<file path="src/rtl/bitserial_word_adapter.sv">
// Word-level front/back end for a bit-serial adder.
// Accepts an operand pair, clears the adder, streams both operands LSB-first,
// gathers the serial sum (one cycle behind the inputs) and presents sum/cout.
module bitserial_word_adapter #(
  parameter int W = 8
) (
  input  logic         clk,
  input  logic         reset,
  input  logic         in_valid,
  output logic         in_ready,
  input  logic [W-1:0] op_a,
  input  logic [W-1:0] op_b,
  output logic         ser_clr,
  output logic         ser_a,
  output logic         ser_b,
  input  logic         ser_q,
  output logic         out_valid,
  input  logic         out_ready,
  output logic [W-1:0] sum,
  output logic         cout
);

  localparam int CW = $clog2(W + 2);
  localparam logic [CW-1:0] CNT_LAST = CW'(W + 1);

  typedef enum logic [1:0] {
    S_IDLE = 2'd0,
    S_CLR  = 2'd1,
    S_RUN  = 2'd2,
    S_DONE = 2'd3
  } state_t;

  state_t        state_q;
  logic [CW-1:0] cnt_q;
  logic [W:0]    a_sh_q, b_sh_q;
  logic [W:0]    res_q;
  logic          in_ready_q, ser_clr_q, out_valid_q;

  logic [W:0]    a_sh_d, b_sh_d, res_d;
  logic [CW-1:0] cnt_d;

  // Zero-filled right shifts, result shifted in from the top, counter increment
  assign a_sh_d = {1'b0, a_sh_q[W:1]};
  assign b_sh_d = {1'b0, b_sh_q[W:1]};
  assign res_d  = {ser_q, res_q[W:1]};
  assign cnt_d  = cnt_q + CW'(1);

  // Control FSM with registered handshake/clear outputs and the datapath registers
  always_ff @(posedge clk or posedge reset) begin
    if (reset) begin
      state_q     <= S_IDLE;
      cnt_q       <= '0;
      a_sh_q      <= '0;
      b_sh_q      <= '0;
      res_q       <= '0;
      in_ready_q  <= 1'b1;
      ser_clr_q   <= 1'b1;
      out_valid_q <= 1'b0;
    end else begin
      case (state_q)
        S_IDLE: begin
          if (in_valid && in_ready_q) begin
            a_sh_q     <= {1'b0, op_a};
            b_sh_q     <= {1'b0, op_b};
            in_ready_q <= 1'b0;
            state_q    <= S_CLR;
          end
        end
        S_CLR: begin
          // Adder has seen clear for at least this edge, so carry starts at 0
          cnt_q     <= '0;
          ser_clr_q <= 1'b0;
          state_q   <= S_RUN;
        end
        S_RUN: begin
          a_sh_q <= a_sh_d;
          b_sh_q <= b_sh_d;
          // q lags the inputs by one cycle, so nothing valid arrives while cnt==0
          if (cnt_q != '0) begin
            res_q <= res_d;
          end
          if (cnt_q == CNT_LAST) begin
            out_valid_q <= 1'b1;
            state_q     <= S_DONE;
          end else begin
            cnt_q <= cnt_d;
          end
        end
        S_DONE: begin
          if (out_ready) begin
            out_valid_q <= 1'b0;
            in_ready_q  <= 1'b1;
            ser_clr_q   <= 1'b1;
            state_q     <= S_IDLE;
          end
        end
        default: begin
          state_q     <= S_IDLE;
          cnt_q       <= '0;
          in_ready_q  <= 1'b1;
          ser_clr_q   <= 1'b1;
          out_valid_q <= 1'b0;
        end
      endcase
    end
  end

  // Serial bits only reach the adder while running; shift regs are loaded earlier
  assign ser_a     = (state_q == S_RUN) & a_sh_q[0];
  assign ser_b     = (state_q == S_RUN) & b_sh_q[0];
  assign in_ready  = in_ready_q;
  assign ser_clr   = ser_clr_q;
  assign out_valid = out_valid_q;
  assign sum       = res_q[W-1:0];
  assign cout      = res_q[W];

endmodule

</file>
<file path="config.mk">
export PLATFORM = sky130hd
export DESIGN_NAME = bitserial_word_adapter
export DESIGN_NICKNAME = d
export VERILOG_FILES = /design/src/rtl/bitserial_word_adapter.sv
export SDC_FILE = /design/constraint.sdc
export NUM_CORES = 1
export LEC_CHECK = 0
export ABC_AREA = 1
export CAP_MARGIN = 0
export CORE_MARGIN = 2
export CORE_UTILIZATION = 49
export CTS_CLUSTER_DIAMETER = 120
export DETAILED_ROUTE_END_ITERATION = 7
export DONT_BUFFER_PORTS = 1
export GPL_ROUTABILITY_DRIVEN = 0
export SLEW_MARGIN = 10
export SYNTH_ARGS = -nofsm -noshare
export SYNTH_HDL_FRONTEND = slang
export SYNTH_SLANG_ARGS = --single-unit
</file>
<file path="constraint.sdc">
create_clock -name clk -period 2 [get_ports clk]
set_input_delay 0 -clock clk [delete_from_list [all_inputs] [get_ports clk]]
set_output_delay 0 -clock clk [all_outputs]
set_load 0.05 [all_outputs]
</file>
; ---- After elaboration in Yosys (flattened, before gate mapping)
; Index checks and enable logic that the tools add are counted.
[word_totals]
regBits = 36
inputBits = 21
output_inout_bits = 14
word_cells = 51
[op_classes]
add_sub_neg = 1
n_eq_ne = 8
muxes = 17
bitwise_logic = 2
reduce_logical = 15
[ops]
columns = op, count
row1 = case mux 9 bit (2 select lines), 2
row2 = two-way mux 9 bit, 2
row3 = nonzero test 2 bit, 5
row4 = AND reduction 3 bit, 3
row5 = "!= test 2 bit, second input constant", 4
row6 = case mux 2 bit (4 select lines), 1
row7 = case mux 4 bit (2 select lines), 1
row8 = AND reduction 2 bit, 4
row9 = two-way mux 2 bit, 3
row10 = case mux 1 bit (2 select lines), 3
row11 = "adder 4 x 1 -> 4 bit, second input constant", 1
row12 = "equality test 2 bit, second input constant", 2
row13 = "equality test 4 bit, second input constant", 1
row14 = two-way mux 1 bit, 4
row15 = two-way mux 4 bit, 1
row16 = nonzero test 4 bit, 1
row17 = AND 1 bit, 2
row18 = "equality test 2 x 1 -> 1 bit, second input constant", 1
row19 = zero test 2 bit, 1
row20 = logical AND 1 bit, 1

; ---- Logic depth before layout (Yosys ltp)
[logic_depth]
ltp_word = 3
mapped_depth = 9

; ---- Worst setup path before layout
; No wires, ideal clock.
[synth_path]
kind = register to output
startpoint = register state_q[0]
endpoint = output ser_a
t_arrival_ns = 1.330
setup_slack_ns = 0.670
stages_incl_launch_ff = 7
cell_sequence = dfrtp_1 -> inv_1 -> ha_1 -> buf_6 -> buf_2 -> nand2_1 -> inv_1
[synth_between]
elab_chain_cells = 2
[synth_rtl]
columns = element, line_no
row1 = from (decl), 33  ; state_t state_q;
row2 = from (signal assigned), 51  ; state_q <= S_IDLE;
row3 = from (signal assigned), 66  ; state_q <= S_CLR;
row4 = from (signal assigned), 73  ; state_q <= S_RUN;
row5 = equality test 2 bit, 109  ; assign ser_a = (state_q == S_RUN) & a_sh_q[0];
row6 = AND 1 bit, 109
row7 = to (decl), 14  ; output logic ser_a,
; Every way passes these cells.

; ---- Worst setup path in the final report
[layout_path]
startpoint = register state_q[0]
endpoint = output ser_b
[layout_between]
elab_chain_cells = 2
[layout_rtl]
columns = element, line_no
row1 = equality test 2 bit, 110  ; assign ser_b = (state_q == S_RUN) & b_sh_q[0];
row2 = AND 1 bit, 110
row3 = to (decl), 15  ; output logic ser_b,
; Every way passes these cells.

==> impl_metrics.xml <==
<?xml version="1.0" encoding="UTF-8"?>
<metrics>
  <group name="outcome">
    <metric name="run_status" unit="">finished clean</metric>
  </group>
  <group name="global_routing">
    <metric name="global_route.overflow_total" unit="">0</metric>
    <metric name="antenna_found_initial" unit="">0</metric>
    <metric name="grt_first_pass_wirelength" unit="mm">5.87</metric>
    <metric name="grt_start_max_net_pins" unit="">33</metric>
    <metric name="groute.usage.overall" unit="">0.182</metric>
    <metric name="number_of_global_route_vias_before_repair" unit="">1362</metric>
  </group>
  <group name="detailed_routing">
    <metric name="route.antenna.remaining_nets" unit="">0</metric>
    <metric name="drtPass1Iterations" unit="">4</metric>
    <metric name="via_count" unit="">1402</metric>
    <metric name="routedWlPerCell" unit="um">12.0</metric>
    <metric name="drt_drc_violations_left" unit="">0</metric>
    <metric name="wl" unit="mm">3.35</metric>
    <metric name="detail_route.iter0.violations" unit="">101</metric>
    <metric name="detail_route.vias_per_cell" unit="">5.03</metric>
  </group>
  <group name="power_and_ir_drop">
    <metric name="power_leakage" unit="nW">1.05</metric>
    <metric name="peakVddDrop" unit="uV">395</metric>
    <metric name="areal_power_density_over_the_cells" unit="mW/mm2">617</metric>
  </group>
  <group name="worst_setup_path">
    <metric name="critical_path.startpoint_type" unit="">flip-flop</metric>
    <metric name="regToRegSetupSlack" unit="ns">0.41</metric>
    <metric name="cp_data_arrival_time" unit="ns">1.85</metric>
    <metric name="required" unit="ns">2.00</metric>
    <metric name="timing.critical_path.slowest_stage_cell" unit="">sky130_fd_sc_hd__dfrtp_1</metric>
    <metric name="worstReg2RegEnd" unit="">state_q[0]$_DFFE_PP0P_</metric>
    <metric name="critPathTopFamily" unit="">buffers and inverters</metric>
    <metric name="worst_r2r_path_depth" unit="">6</metric>
    <metric name="timing.critical_path.cells" unit="">inv_1 &gt; ha_1 &gt; buf_4 &gt; nand2_1 &gt; inv_1</metric>
    <metric name="worstSetupEndpointType" unit="">output port</metric>
    <metric name="critical_path_buf_inv_count" unit="">3</metric>
    <metric name="critical_path.max_stage_delay" unit="ns">0.43</metric>
    <metric name="crit_path_max_fanout" unit="">15</metric>
    <metric name="worstReg2RegStart" unit="">state_q[0]$_DFFE_PP0P_</metric>
    <metric name="setup.worst_path.class" unit="">flip-flop to output port</metric>
    <metric name="cpMostUsedCell" unit="">sky130_fd_sc_hd__inv_1</metric>
  </group>
  <group name="logic_synthesis">
    <metric name="synth_xor_area_frac" unit="">0.00488</metric>
    <metric name="yosys_register_bits" unit="">34</metric>
    <metric name="synth.distinct_cells" unit="">23</metric>
    <metric name="synth.most_common_cell" unit="">sky130_fd_sc_hd__nand2_1</metric>
    <metric name="synth-edff-count" unit="">0</metric>
    <metric name="avgSynthCellArea" unit="um2">8.42</metric>
    <metric name="async_reset_ff_frac" unit="">1.00</metric>
    <metric name="synthesis.area" unit="mm2">0.00179</metric>
    <metric name="synth.area.mux_share" unit="">0</metric>
    <metric name="synth_top_cell_by_area" unit="">sky130_fd_sc_hd__dfrtp_1</metric>
    <metric name="yosysTopAreaCellShare" unit="">0.447</metric>
    <metric name="synth_adder_area_share" unit="">0.0558</metric>
    <metric name="synthTopCellsByArea" unit="">sky130_fd_sc_hd__dfrtp_1 45%, sky130_fd_sc_hd__nand2_1 14%, sky130_fd_sc_hd__o21ai_0 6.1%, sky130_fd_sc_hd__ha_1 5.6%, sky130_fd_sc_hd__nand3_1 5.6%</metric>
    <metric name="synth_ff_type" unit="">sky130_fd_sc_hd__dfrtp_1</metric>
    <metric name="syn-instance-count" unit="">213</metric>
    <metric name="synth_compound_gate_area_share" unit="">0.113</metric>
    <metric name="seq_area_frac_synth" unit="">0.476</metric>
    <metric name="synth.yosys.warnings" unit="">0</metric>
    <metric name="synth_fp_nets" unit="">242</metric>
    <metric name="synth_top_family_by_area" unit="">simple AND/OR/NAND/NOR gates</metric>
    <metric name="synth_simple_gate_area_share" unit="">0.239</metric>
    <metric name="synth_common_cells" unit="">65 x sky130_fd_sc_hd__nand2_1, 32 x sky130_fd_sc_hd__dfrtp_1, 26 x sky130_fd_sc_hd__inv_1, 22 x sky130_fd_sc_hd__o21ai_0, 20 x sky130_fd_sc_hd__nand3_1</metric>
  </group>
  <group name="die">
    <metric name="std_cell_rows" unit="">21</metric>
    <metric name="die-area" unit="mm2">0.00416</metric>
    <metric name="fp.coreArea" unit="mm2">0.00342</metric>
    <metric name="die_boundary_height" unit="um">64.5</metric>
    <metric name="io_pins" unit="">35</metric>
    <metric name="initial_utilization" unit="">0.525</metric>
    <metric name="die_x" unit="um">64.5</metric>
  </group>
  <group name="clock_tree">
    <metric name="cts_buffer_depth" unit="">2</metric>
    <metric name="htree_num_levels" unit="">2</metric>
    <metric name="clock_transition_at_the_registers_of_the_reported_paths" unit="ns">0.10</metric>
    <metric name="tritoncts" unit="">yes</metric>
    <metric name="clock_sink_count" unit="">34</metric>
    <metric name="clkLatencyLatePin" unit="ns">0.34</metric>
    <metric name="cts_made_buffers" unit="">5</metric>
    <metric name="clockRootBuffer" unit="">sky130_fd_sc_hd__clkbuf_4</metric>
  </group>
  <group name="layout">
    <metric name="layout.area.seq" unit="um2">853</metric>
    <metric name="layout-area-overhead-vs-synth" unit="%">14.7</metric>
    <metric name="post_route_cells_drive_above_1_share" unit="">0.103</metric>
    <metric name="num_antenna_cells" unit="">0</metric>
    <metric name="fill_cells" unit="">317</metric>
    <metric name="multi_input_area" unit="um2">741</metric>
    <metric name="fin_util" unit="">0.602</metric>
    <metric name="final_nets" unit="">262</metric>
  </group>
  <group name="timing">
    <metric name="final-setup-viol-count" unit="">0</metric>
    <metric name="skew" unit="ns">0.00581</metric>
    <metric name="final_max_slew_viol_count" unit="">0</metric>
    <metric name="period_share" unit="">0.925</metric>
    <metric name="tns" unit="ns">0</metric>
    <metric name="f_max" unit="MHz">540</metric>
    <metric name="min_period" unit="ns">1.85</metric>
    <metric name="worst-slew-pin-transition" unit="ns">0.526</metric>
    <metric name="final-hold-violation-count" unit="">0</metric>
    <metric name="grt_setup_unrepaired" unit="">false</metric>
    <metric name="worst_relative_slew_slack" unit="">0.650</metric>
  </group>
  <group name="worst_hold_path">
    <metric name="min-delay-path-class" unit="">primary input to asynchronous set/reset pin</metric>
  </group>
  <group name="place">
    <metric name="buffer_ports.inserted" unit="">0</metric>
    <metric name="dp.final_hpwl" unit="mm">2.30</metric>
  </group>
  <group name="job">
    <metric name="drv.max_cap_violation_count" unit="">0</metric>
  </group>
</metrics>
==> layout make-up <==
cell class | count | share of cell area
inverter | 27 | 0.0523
multi-input combinational | 143 | 0.360
clock buffer | 6 | 0.0250
tap | 46 | 0.0280
timing repair buffer | 22 | 0.105
sequential | 34 | 0.415
clock inverter | 1 | 0.0146
==> how the worst max path moves through the flow <==
stage	slack [ns]	from	to	cells past startpoint
global placement	0.50	state_q[0]$_DFFE_PP0P_	out_valid$_DFFE_PP0P_	6
finish	0.15	state_q[0]$_DFFE_PP0P_	ser_b	5
detailed placement	0.41	state_q[0]$_DFFE_PP0P_	cnt_q[2]$_DFFE_PP0P_	6
CTS	0.1	state_q[0]$_DFFE_PP0P_	ser_a	5
floorplan	0.67	state_q[0]$_DFFE_PP0P_	ser_a	6
global route	0.006	state_q[0]$_DFFE_PP0P_	ser_b	5
==> cells in the final DEF, fill, tap and decap left out <==
cell / instances
sky130_fd_sc_hd__clkbuf_8: 1
sky130_fd_sc_hd__nand2_1: 65
sky130_fd_sc_hd__o21a_1: 3
sky130_fd_sc_hd__dfstp_2: 2
sky130_fd_sc_hd__ha_1: 8
sky130_fd_sc_hd__nor2_1: 4
sky130_fd_sc_hd__dlygate4sd3_1: 20
sky130_fd_sc_hd__bufinv_16: 1
sky130_fd_sc_hd__inv_1: 25
sky130_fd_sc_hd__buf_4: 2
sky130_fd_sc_hd__nand3_2: 2
sky130_fd_sc_hd__clkbuf_4: 5
sky130_fd_sc_hd__nand4_1: 1
sky130_fd_sc_hd__nand2_2: 3
sky130_fd_sc_hd__a21oi_1: 3
sky130_fd_sc_hd__or2_2: 1
sky130_fd_sc_hd__o21ai_1: 4
sky130_fd_sc_hd__nand3b_1: 1
sky130_fd_sc_hd__nand3_1: 20
sky130_fd_sc_hd__inv_4: 1
sky130_fd_sc_hd__clkinvlp_4: 1
sky130_fd_sc_hd__nand2_4: 1
sky130_fd_sc_hd__o21ai_0: 22
sky130_fd_sc_hd__o21ai_2: 3
sky130_fd_sc_hd__a21oi_2: 1
sky130_fd_sc_hd__dfrtp_1: 32
sky130_fd_sc_hd__xnor2_1: 1
==> flip-flops by register name (all words and copies together), names as in the netlist <==
name       flops
b_sh_q         8
cnt_q          4
ser_clr        1
res_q          9
state_q        2
a_sh_q         8
out_valid      1
in_ready       1
==> what timing repair did <==
| item | 4_1_cts | 5_1_grt |
|---|---|---|
| gates resized for setup | 0 | 1 |
| endpoints found under the setup margin | 0 | 1 |
| endpoints found under the hold margin | 54 | 0 |
| setup buffers | 0 | 0 |
| hold buffers | 20 | 0 |
==> cells by family after synthesis <==
group / after synthesis
AOI/OAI and AO/OA: 36
xor gates and xnor gates: 1
adders and majority gates: 8
buffers and inverters: 36
DFF: 34
and+or+nand+nor: 98
==> where the power goes <==
part,total (mW),internal [mW],switching [mW]
Clock,0.519,0.291,0.228
Combinational,0.0616,0.0348,0.0268
Sequential,0.687,0.687,0
==> metrics by stage <==
stage               setup WS (ns)  std cells  total power, mW  instance area (um2)  hold WS [ns]
floorplan                   0.670        213            0.724                 1790         0.140
global placement            0.504        252            0.731                 1770        -0.189
detailed placement          0.411        252            0.732                 1770        -0.178
CTS                        0.0998        279             1.29                 2050       0.00478
global route              0.00601        279             1.32                 2060       0.00969
finish                      0.149        279             1.27                 2060       0.00928
==> routing by layer <==
layer | up-vias | share of wire | global-route usage
li1 | 712 | - | -
met1 | 655 | 0.43 | 0.211
met2 | 28 | 0.50 | 0.318
met3 | 7 | 0.052 | 0.0642
met4 | 0 | 0.016 | 0.0559
met5 | - | 0 | 0
No activity file was read; power rests on OpenSTA's default activity.
